File: src/rtl/rom_download_writer.sv
// Packs loader download bytes into big-endian 16-bit words and writes them to
// the SDRAM controller's ROM port through a small word FIFO and a toggle handshake.
module rom_download_writer #(
  parameter int         FIFO_DEPTH = 4,
  parameter logic [7:0] PAD_BYTE   = 8'h00
) (
  input  logic        clk,
  input  logic        init_n,
  input  logic        ioctl_downl,
  input  logic        ioctl_wr,
  input  logic [23:0] ioctl_addr,
  input  logic [7:0]  ioctl_data,
  output logic        ioctl_wait,
  output logic        romwr_req,
  input  logic        romwr_ack,
  output logic [22:0] romwr_a,
  output logic [15:0] romwr_d,
  output logic [23:0] rom_size,
  output logic        busy,
  output logic        done,
  output logic        overflow
);

  localparam int PW = $clog2(FIFO_DEPTH);

  typedef enum logic {
    ST_IDLE,
    ST_WAIT
  } state_t;

  state_t      state_q, state_d;
  logic        downl_q, downl_d;
  logic [PW:0] wr_ptr_q, wr_ptr_d;
  logic [PW:0] rd_ptr_q, rd_ptr_d;
  logic [38:0] mem_q [FIFO_DEPTH];
  logic [38:0] mem_d [FIFO_DEPTH];
  logic        hold_valid_q, hold_valid_d;
  logic [7:0]  hold_byte_q, hold_byte_d;
  logic [22:0] hold_addr_q, hold_addr_d;
  logic        req_q, req_d;
  logic [22:0] addr_q, addr_d;
  logic [15:0] word_q, word_d;
  logic [23:0] size_q, size_d;
  logic        busy_q, busy_d;
  logic        done_q, done_d;
  logic        ovf_q, ovf_d;
  logic        wait_q, wait_d;

  logic [PW:0] count, free, wr_next1;
  logic        empty, start, strobe, ack_match, finish_ok;
  logic [22:0] waddr;
  logic [23:0] size_base, new_end;
  logic        push0, push1, acc0, acc1, drop;
  logic [38:0] push0_word, push1_word, head;
  logic        req_base;

  assign count     = wr_ptr_q - rd_ptr_q;
  assign free      = (PW+1)'(FIFO_DEPTH) - count;
  assign empty     = (count == '0);
  assign start     = ioctl_downl & ~downl_q;
  assign strobe    = ioctl_wr & ioctl_downl;
  assign waddr     = ioctl_addr[23:1];
  assign ack_match = (romwr_ack == req_q);
  assign wr_next1  = wr_ptr_q + (PW+1)'(1);
  assign head      = mem_q[rd_ptr_q[PW-1:0]];
  assign new_end   = {waddr + 23'd1, 1'b0};

  // Byte packing, hold flush at download end, and FIFO write side (up to two words per strobe)
  always_comb begin
    push0       = 1'b0;
    push1       = 1'b0;
    push0_word  = '0;
    push1_word  = '0;
    hold_valid_d = hold_valid_q;
    hold_byte_d  = hold_byte_q;
    hold_addr_d  = hold_addr_q;
    size_base   = start ? 24'd0 : size_q;
    size_d      = size_base;

    if (strobe) begin
      if (new_end > size_base) size_d = new_end;
      if (!ioctl_addr[0]) begin
        if (hold_valid_q && (hold_addr_q != waddr)) begin
          push0      = 1'b1;
          push0_word = {hold_addr_q, hold_byte_q, PAD_BYTE};
        end
        hold_valid_d = 1'b1;
        hold_byte_d  = ioctl_data;
        hold_addr_d  = waddr;
      end else begin
        hold_valid_d = 1'b0;
        push0        = 1'b1;
        if (hold_valid_q && (hold_addr_q == waddr)) begin
          push0_word = {waddr, hold_byte_q, ioctl_data};
        end else if (hold_valid_q) begin
          push0_word = {hold_addr_q, hold_byte_q, PAD_BYTE};
          push1      = 1'b1;
          push1_word = {waddr, PAD_BYTE, ioctl_data};
        end else begin
          push0_word = {waddr, PAD_BYTE, ioctl_data};
        end
      end
    end else if (!ioctl_downl && hold_valid_q && (free != '0)) begin
      push0        = 1'b1;
      push0_word   = {hold_addr_q, hold_byte_q, PAD_BYTE};
      hold_valid_d = 1'b0;
    end

    acc0 = push0 && (free >= (PW+1)'(1));
    acc1 = push1 && (free >= (PW+1)'(2));
    drop = (push0 && !acc0) || (push1 && !acc1);

    mem_d    = mem_q;
    wr_ptr_d = wr_ptr_q;
    if (acc0) begin
      mem_d[wr_ptr_q[PW-1:0]] = push0_word;
      wr_ptr_d = wr_next1;
    end
    if (acc1) begin
      mem_d[wr_next1[PW-1:0]] = push1_word;
      wr_ptr_d = wr_ptr_q + (PW+1)'(2);
    end

    ovf_d = start ? 1'b0 : ovf_q;
    if (drop) ovf_d = 1'b1;
  end

  // Write FSM: a download start resyncs req to ack before any toggle this cycle
  always_comb begin
    state_d  = state_q;
    req_base = start ? romwr_ack : req_q;
    req_d    = req_base;
    addr_d   = addr_q;
    word_d   = word_q;
    rd_ptr_d = rd_ptr_q;
    case (state_q)
      ST_IDLE: begin
        if (!empty) begin
          addr_d   = head[38:16];
          word_d   = head[15:0];
          req_d    = ~req_base;
          rd_ptr_d = rd_ptr_q + (PW+1)'(1);
          state_d  = ST_WAIT;
        end
      end
      ST_WAIT: begin
        if (ack_match) state_d = ST_IDLE;
      end
      default: state_d = ST_IDLE;
    endcase
  end

  // Completion fires as soon as the last ack matches, so done lands one cycle later
  always_comb begin
    downl_d   = ioctl_downl;
    wait_d    = (count >= (PW+1)'(FIFO_DEPTH - 2));
    finish_ok = busy_q && !start && !ioctl_downl && !hold_valid_q && empty &&
                ((state_q == ST_IDLE) || ack_match);
    done_d    = finish_ok;
    busy_d    = busy_q;
    if (start) busy_d = 1'b1;
    else if (finish_ok) busy_d = 1'b0;
  end

  always_ff @(posedge clk or negedge init_n) begin
    if (!init_n) begin
      state_q      <= ST_IDLE;
      downl_q      <= 1'b0;
      wr_ptr_q     <= '0;
      rd_ptr_q     <= '0;
      for (int i = 0; i < FIFO_DEPTH; i++) mem_q[i] <= '0;
      hold_valid_q <= 1'b0;
      hold_byte_q  <= '0;
      hold_addr_q  <= '0;
      req_q        <= 1'b0;
      addr_q       <= '0;
      word_q       <= '0;
      size_q       <= '0;
      busy_q       <= 1'b0;
      done_q       <= 1'b0;
      ovf_q        <= 1'b0;
      wait_q       <= 1'b0;
    end else begin
      state_q      <= state_d;
      downl_q      <= downl_d;
      wr_ptr_q     <= wr_ptr_d;
      rd_ptr_q     <= rd_ptr_d;
      mem_q        <= mem_d;
      hold_valid_q <= hold_valid_d;
      hold_byte_q  <= hold_byte_d;
      hold_addr_q  <= hold_addr_d;
      req_q        <= req_d;
      addr_q       <= addr_d;
      word_q       <= word_d;
      size_q       <= size_d;
      busy_q       <= busy_d;
      done_q       <= done_d;
      ovf_q        <= ovf_d;
      wait_q       <= wait_d;
    end
  end

  assign ioctl_wait = wait_q;
  assign romwr_req  = req_q;
  assign romwr_a    = addr_q;
  assign romwr_d    = word_q;
  assign rom_size   = size_q;
  assign busy       = busy_q;
  assign done       = done_q;
  assign overflow   = ovf_q;

endmodule
File: config.mk
export PLATFORM = sky130hd
export DESIGN_NAME = rom_download_writer
export DESIGN_NICKNAME = d
export VERILOG_FILES = /design/src/rtl/rom_download_writer.sv
export SDC_FILE = /design/constraint.sdc
export NUM_CORES = 1
export LEC_CHECK = 0
export ABC_AREA = 1
export ABC_CLOCK_PERIOD_IN_PS = 7500
export CELL_PAD_IN_SITES_DETAIL_PLACEMENT = 1
export CELL_PAD_IN_SITES_GLOBAL_PLACEMENT = 2
export CORE_AREA = 2 2 211 213
export DETAILED_ROUTE_END_ITERATION = 10
export DIE_AREA = 0 0 213 215
export MAX_ROUTING_LAYER = met4
export PLACE_DENSITY = 0.88
export SYNTH_ARGS = -nofsm -noshare
export SYNTH_HDL_FRONTEND = slang
export SYNTH_SLANG_ARGS = --single-unit
File: constraint.sdc
create_clock -name clk -period 7.5 [get_ports clk]
set_clock_uncertainty 0.05 [all_clocks]
set_input_delay 1.125 -clock clk [delete_from_list [all_inputs] [get_ports clk]]
set_output_delay 1.125 -clock clk [all_outputs]
set_load 0.02 [all_outputs]
==> results of run 1 <==
kinds of logic (layout without fill, tap and decap cells):
family / count (synthesis) / count (layout) / share of synthesized area [%]
and+or+nand+nor: 1202 / 1202 / 32.36
adders and majority gates: 40 / 40 / 3.184
AOI/OAI and AO/OA: 289 / 289 / 9.898
DFF: 264 / 264 / 41.41
muxes: 1 / 1 / 0.06275
xor gates and xnor gates: 31 / 31 / 1.702
buffers and inverters: 433 / 453 / 11.38
power groups by stage:
stage / Sequential [W] / Clock (W) / Combinational [W]
after global placement: 0.00239 / 0 / 0.00377
final: 0.00240 / 0.00154 / 0.00394
after floorplan: 0.00245 / 0 / 0.00257
after detailed placement: 0.00243 / 0 / 0.00390
after CTS: 0.00241 / 0.00158 / 0.00394
after global routing: 0.00247 / 0.00163 / 0.00443
cell type report:
cell class	count	share of cell area (%)
multi-input combinational	1563	41.53
clock inverter	7	0.2130
timing repair buffer	136	7.201
inverter	262	5.407
clock buffer	48	5.298
tap	592	4.068
sequential	264	36.29
state kept, by name, summed over array words and instances, names as in the netlist, 3 cells and up:
register and cells:
romwr_a 23, hold_byte_q 8, wr_ptr_q 3, hold_addr_q 23, mem_q 156, romwr_d 16, rd_ptr_q 3, rom_size 24
cell usage in the layout (no fill, tap or decap), types with 2 or more instances in the layout:
master           synthesis  layout
nand2_1                717     716
dfrtp_1                264     263
inv_1                  244     242
nand3_1                179     178
nor2_1                 155     153
nand4_1                123     123
o21ai_0                111     111
clkdlybuf4s50_1          0     103
a21oi_1                 93      93
a31oi_1                 48      48
ha_1                    39      39
clkbuf_16                0      35
buf_4                   32      30
xor2_1                  27      27
a22oi_1                 23      23
inv_2                   18      19
nor3_1                  10      10
clkbuf_1                60       9
o21ai_1                  8       8
nand3_2                  7       7
clkinv_2                 0       7
xnor2_1                  4       4
nand2_2                  3       4
clkbuf_8                 0       4
nor2_2                   1       2
nand3_4                  1       2
nor2_4                   1       2
nor4_1                   2       2
o211ai_1                 2       2
buf_12                   0       2
metrics by stage:
stage	area, sq um	hold slack [ps]	util, %	instances
floorplan	15950	403.0	-	2260
global placement	17210	419.7	39.43	2817
detailed placement	17210	432.2	39.43	2817
CTS	18210	446.7	41.72	2872
global route	18210	481.6	41.72	2872
finish	18210	447.9	41.72	2872
metal layers:
metal,wire [um],GRT usage (%),vias up
li1,-,-,7261
met1,26700,36.17,7769
met2,27910,43.13,420
met3,3294,3.770,100
met4,1298,6.807,0
met5,0,-,-
worst reg2reg max path: cells and delay by family (launching register included):
| family | cells | cell delay [ps] |
|---|---|---|
| adders and majority gates | 4 | 1280 |
| buffers and inverters | 5 | 1490 |
| DFF | 1 | 770 |
| and+or+nand+nor | 5 | 910 |
worst min path at each step:
stage | startpoint | end | slack, ps | cells after the start
floorplan | hold_byte_q[0]$_DFFE_PN0P_ | hold_byte_q[0]$_DFFE_PN0P_ | 400 | 2
finish | hold_byte_q[7]$_DFFE_PN0P_ | hold_byte_q[7]$_DFFE_PN0P_ | 450 | 2
global placement | hold_byte_q[2]$_DFFE_PN0P_ | hold_byte_q[2]$_DFFE_PN0P_ | 420 | 2
global route | hold_byte_q[0]$_DFFE_PN0P_ | hold_byte_q[0]$_DFFE_PN0P_ | 480 | 2
detailed placement | hold_byte_q[0]$_DFFE_PN0P_ | hold_byte_q[0]$_DFFE_PN0P_ | 430 | 2
CTS | hold_byte_q[0]$_DFFE_PN0P_ | hold_byte_q[0]$_DFFE_PN0P_ | 450 | 2
cells in the mapped netlist (2+ instances only):
master | count | area (sq um)
a21oi_1 | 93 | 465.5
a22oi_1 | 23 | 172.7
a31oi_1 | 48 | 300.3
buf_1 | 28 | 105.1
buf_2 | 50 | 250.2
buf_4 | 32 | 240.2
clkbuf_1 | 60 | 225.2
dfrtp_1 | 264 | 6606
ha_1 | 39 | 488.0
inv_1 | 244 | 915.9
inv_2 | 18 | 67.56
nand2_1 | 717 | 2691
nand2_2 | 3 | 18.77
nand3_1 | 179 | 895.9
nand3_2 | 7 | 70.07
nand4_1 | 123 | 769.5
nor2_1 | 155 | 581.8
nor3_1 | 10 | 50.05
nor4_1 | 2 | 12.51
o211ai_1 | 2 | 15.01
o21ai_0 | 111 | 555.5
o21ai_1 | 8 | 40.04
xnor2_1 | 4 | 35.03
xor2_1 | 27 | 236.5
==> flow_summary.json, run 1 <==
{
  "power_frac_comb_pct": 50.0,
  "antenna_found_initial": 0,
  "critPathArrivalTime_ps": 5850,
  "power.leakage_nw": 9.294,
  "tritoncts": "done",
  "area_growth_syn_to_layout_pct": 14.15,
  "path_clk_slew_ps": 60,
  "seq_power_share_pct": 30.4,
  "grt_first_pass_wirelength_um": 93880,
  "critPathKind": "primary input to register",
  "crit_path_max_incr_delay_ps": 730,
  "coreArea_sq_mm": 0.04364,
  "worstSetupEndpointType": "register",
  "clock_path_buffers": 3,
  "nFillCells": 5460,
  "ys_async_sr_fraction_pct": 100.0,
  "wl_per_cell_um": 20.61,
  "slew_headroom_pct": 25.69,
  "ir_drop_mv": 0.3033,
  "path_buf_inv": 4,
  "cts_resized": 0,
  "synth-seq-cells": 264,
  "worst_pin_slew_ps": 1113,
  "crit_fanout": 30,
  "clock_latency_ps": 530,
  "vias": 15550,
  "r2r_end": "mem_q[141]$_DFF_PN0_",
  "cp_data_required_time_ps": 7810,
  "path_delay_family": "simple AND/OR/NAND/NOR gates",
  "finalWorstSetupSlack_ps": 1958,
  "fp-row-count": 77,
  "drive_gt1_share_pct": 5.263,
  "maxCapViolCount": 0,
  "hold_viol_final": 0,
  "drtAntennaViolNets": 0,
  "ctsHoldBuffers": 0,
  "rsz0062_at_grt": "false",
  "setup-tns-final_ps": 0,
  "cp.depth": 23,
  "slowest_stage": "clkdlybuf4s50_1",
  "syn-cell-area_sq_mm": 0.01595,
  "drt_iter0_markers": 1075,
  "finalNetCount": 2338,
  "r2r_slack_ps": 2860,
  "crit_chain": "clkdlybuf4s50_1, ha_1, nand2_1, inv_1, nand3_2, nor2_1, nand2_1, nor2_1, inv_1, nor2_2, nand4_1, xor2_1, inv_1, ha_1, nand2_1, nor2_1, nand4_1, nor4_1, nand2_1, nand2_2, nand2_1, nand2_1, o21ai_1",
  "fin_crit_ps": 5542,
  "multi_input_comb_area_sq_mm": 0.007562,
  "clock.fmax_mhz": 180.5,
  "ys.flop_type": "dfrtp_1",
  "start_util_pct": 36.55,
  "regArea_sq_mm": 0.006608,
  "synthesis.instances": 2260,
  "hold_path_class": "register to register",
  "cts_htree_levels": 2,
  "grt_pass1_vias": 16221,
  "r2r_start": "rd_ptr_q[0]$_DFFE_PN0P_",
  "synth_cell_types": 37,
  "setup_violations": 0,
  "track_usage_pct": 27.04,
  "path_common_cell": "nand2_1",
  "syn-num-nets": 2337,
  "die_w_um": 213,
  "drt_first_pass_iters": 7,
  "crit_end": "rom_size[16]$_DFF_PN0_",
  "viasPerCell": 5.414,
  "clockRootBuffer": "clkbuf_16",
  "critical_path.startpoint": "ioctl_addr[1]",
  "diodes": 0,
  "grt-ovfl-total": 0,
  "wl_um": 59200,
  "intPower_w": 0.004184,
  "place_ws_ps": 1454,
  "min_period_over_period_pct": 73.89,
  "io-pin-count": 105,
  "r2r_cells": 14,
  "numCtsBuffers": 34,
  "yosysSeqAreaShare_pct": 41.41,
  "port_buffers": 104,
  "clkPwrFrac_pct": 19.6,
  "yosys_warnings": 0,
  "die_y_um": 215,
  "grt_start_max_net_pins": 150,
  "finalWeightedCongestion": 0.8486,
  "post-cts-setup-buffers": 0,
  "synth_edf_count": 0,
  "p_per_area_mw_per_mm2": 433.4,
  "route.detailed.drc": 0,
  "cp-start-kind": "primary input",
  "die-area_sq_mm": 0.04580,
  "p_total_w": 0.007892,
  "detailed_place_hpwl_um": 35470,
  "drv_slew": 0,
  "netSwitchingPower_w": 0.003708,
  "syn_area_per_cell_sq_um": 7.059,
  "status": "finished, final reports clean",
  "cts.sinks": 264,
  "p_sw_share_pct": 46.98
}
(Power assumes the default switching activity.)
==> run 2, diff against run 1 <==
- ABC_CLOCK_PERIOD_IN_PS: 7500 -> 5470
- CORE_AREA: 2 2 211 213 -> 2 2 220 222
- DIE_AREA: 0 0 213 215 -> 0 0 222 224
- PLACE_DENSITY: 0.88 -> 0.82
- clock period: 7.5 -> 5.47 ns (I/O delays scaled with it)
==> flow_summary.json, run 2 (synthesized netlist as in run 1, its figures left out) <==
{
  "r2r_start": "wr_ptr_q[0]$_DFFE_PN0P_",
  "start_util_pct": 33.69,
  "track_usage_pct": 25.21,
  "critPathKind": "primary input to register",
  "setup_violations": 0,
  "antenna_found_initial": 0,
  "final_cell_mix": "nand2_1, dfrtp_1, inv_1",
  "grt_first_pass_wirelength_um": 95430,
  "coreArea_sq_mm": 0.04735,
  "finalWeightedCongestion": 0.8427,
  "route.detailed.drc": 0,
  "cp-start-kind": "primary input",
  "r2r_cells": 16,
  "clock.fmax_mhz": 215.9,
  "path_common_cell": "nand2_1",
  "clockRootBuffer": "clkbuf_16",
  "wl_um": 59830,
  "fp-row-count": 80,
  "wl_per_cell_um": 20.55,
  "viasPerCell": 5.346,
  "grt_pass1_vias": 16474,
  "fin_crit_ps": 4631,
  "nFillCells": 5950,
  "crit_chain": "clkdlybuf4s50_1, ha_1, nand2_1, inv_1, nand3_2, nor2_1, nand2_1, nor2_1, inv_1, nor2_2, nand4_1, xor2_1, inv_1, ha_1, nand2_1, nor2_1, nand4_1, nor4_1, a31oi_1, nand2_1, buf_4, nand3_1, nand2_1",
  "rsz0062_at_grt": "false",
  "die-area_sq_mm": 0.04973,
  "cts_resized": 0,
  "crit_path_max_incr_delay_ps": 720,
  "final_util_pct": 38.90,
  "diodes": 0,
  "finalWorstSetupSlack_ps": 839.2,
  "largest_reg_flops": 156,
  "slew_headroom_pct": 29.80,
  "maxCapViolCount": 0,
  "die_y_um": 224,
  "drt_first_pass_iters": 5,
  "power.leakage_nw": 9.383,
  "regMostFlops": "mem_q",
  "tritoncts": "done",
  "worstSetupEndpointType": "register",
  "io-pin-count": 105,
  "detailed_place_hpwl_um": 37030,
  "grt_start_max_net_pins": 102,
  "crit_fanout": 24,
  "die_w_um": 222,
  "r2r_slack_ps": 1020,
  "r2r_end": "mem_q[67]$_DFF_PN0_",
  "cts.sinks": 264,
  "numCtsBuffers": 34,
  "cp_data_required_time_ps": 5900,
  "port_buffers": 104,
  "finalNetCount": 2349,
  "final_common_cell": "nand2_1",
  "ir_drop_mv": 0.4166,
  "min_period_over_period_pct": 84.66,
  "drt_iter0_markers": 965,
  "hold_path_class": "primary input to asynchronous set/reset pin",
  "p_per_area_mw_per_mm2": 592.5,
  "slowest_stage": "clkdlybuf4s50_1",
  "cts_htree_levels": 2,
  "path_clk_slew_ps": 60,
  "clock_path_buffers": 3,
  "drive_gt1_share_pct": 5.662,
  "ctsHoldBuffers": 0,
  "status": "finished, final reports clean",
  "area_growth_syn_to_layout_pct": 15.44,
  "grt-ovfl-total": 0,
  "critPathArrivalTime_ps": 5070,
  "clock_latency_ps": 560,
  "place_ws_ps": 299.5,
  "setup-tns-final_ps": 0,
  "drtAntennaViolNets": 0,
  "worst_pin_slew_ps": 1052,
  "drv_slew": 0,
  "post-cts-setup-buffers": 0,
  "vias": 15563,
  "hold_viol_final": 0
}
==> run 2: cell types whose count changed in the layout (fill, tap and decap cells not counted), sizes merged <==
cell,delta
clkinv,-2
clkbuf,+7
buf,+11
inv,-1
bufinv,+1
==> run 2: report_power, final <==
| part | total (W) | switching (W) | internal (W) |
|---|---|---|---|
| sequential | 0.00325 | 0.000435 | 0.00282 |
| clock | 0.00222 | 0.000915 | 0.00130 |
| combinational | 0.00544 | 0.00371 | 0.00173 |
| total | 0.0109 | 0.00506 | 0.00585 |
==> run 2: metal layers <==
layer	vias to the layer above	track usage, %	part of all wire (%)
met4	0	6.517	2.2
li1	7304	-	-
met1	7785	33.36	47
met5	-	-	0
met2	379	40.56	46
met3	95	3.751	4.6
==> run 2: cell type report <==
cell class	count	area [sq um]	area share [%]
clock buffers	55	1001	5.435
multi-input cells	1563	7562	41.06
well taps	615	769.5	4.178
flip-flops and latches	264	6608	35.88
inverters	262	984.7	5.347
repair buffers	147	1419	7.704
clock inverters	5	72.57	0.3940
==> run 2: worst max path at each step <==
stage                  startpoint                      to  slack, ps  cells past startpoint
global placement    ioctl_addr[2]  rom_size[20]$_DFF_PN0_        520                     23
floorplan           ioctl_addr[3]  rom_size[20]$_DFF_PN0_       1850                     22
finish              ioctl_addr[2]  rom_size[20]$_DFF_PN0_        840                     23
global route        ioctl_addr[2]  rom_size[20]$_DFF_PN0_        350                     23
detailed placement  ioctl_addr[2]  rom_size[20]$_DFF_PN0_        300                     23
CTS                 ioctl_addr[2]  rom_size[20]$_DFF_PN0_        880                     23
==> run 2: stage by stage <==
stage / hold slack, ps / instances / total power [W] / instance area [sq um]
5_1_grt: 332.8 / 2911 / 0.01183 / 18420
3_3_place_gp: 419.5 / 2851 / 0.008516 / 17340
6_report: 250.9 / 2911 / 0.01091 / 18420
3_5_place_dp: 423.3 / 2851 / 0.008710 / 17340
4_1_cts: 299.0 / 2911 / 0.01100 / 18420
2_1_floorplan: 403.0 / 2260 / 0.006885 / 15950
==> run 2: critical path, delay by kind of cell <==
kind	cells	cell delay [ps]
and+or+nand+nor	14	1970
buffers and inverters	5	1320
adders and majority gates	2	540
xor gates and xnor gates	1	210
AOI/OAI and AO/OA	1	180
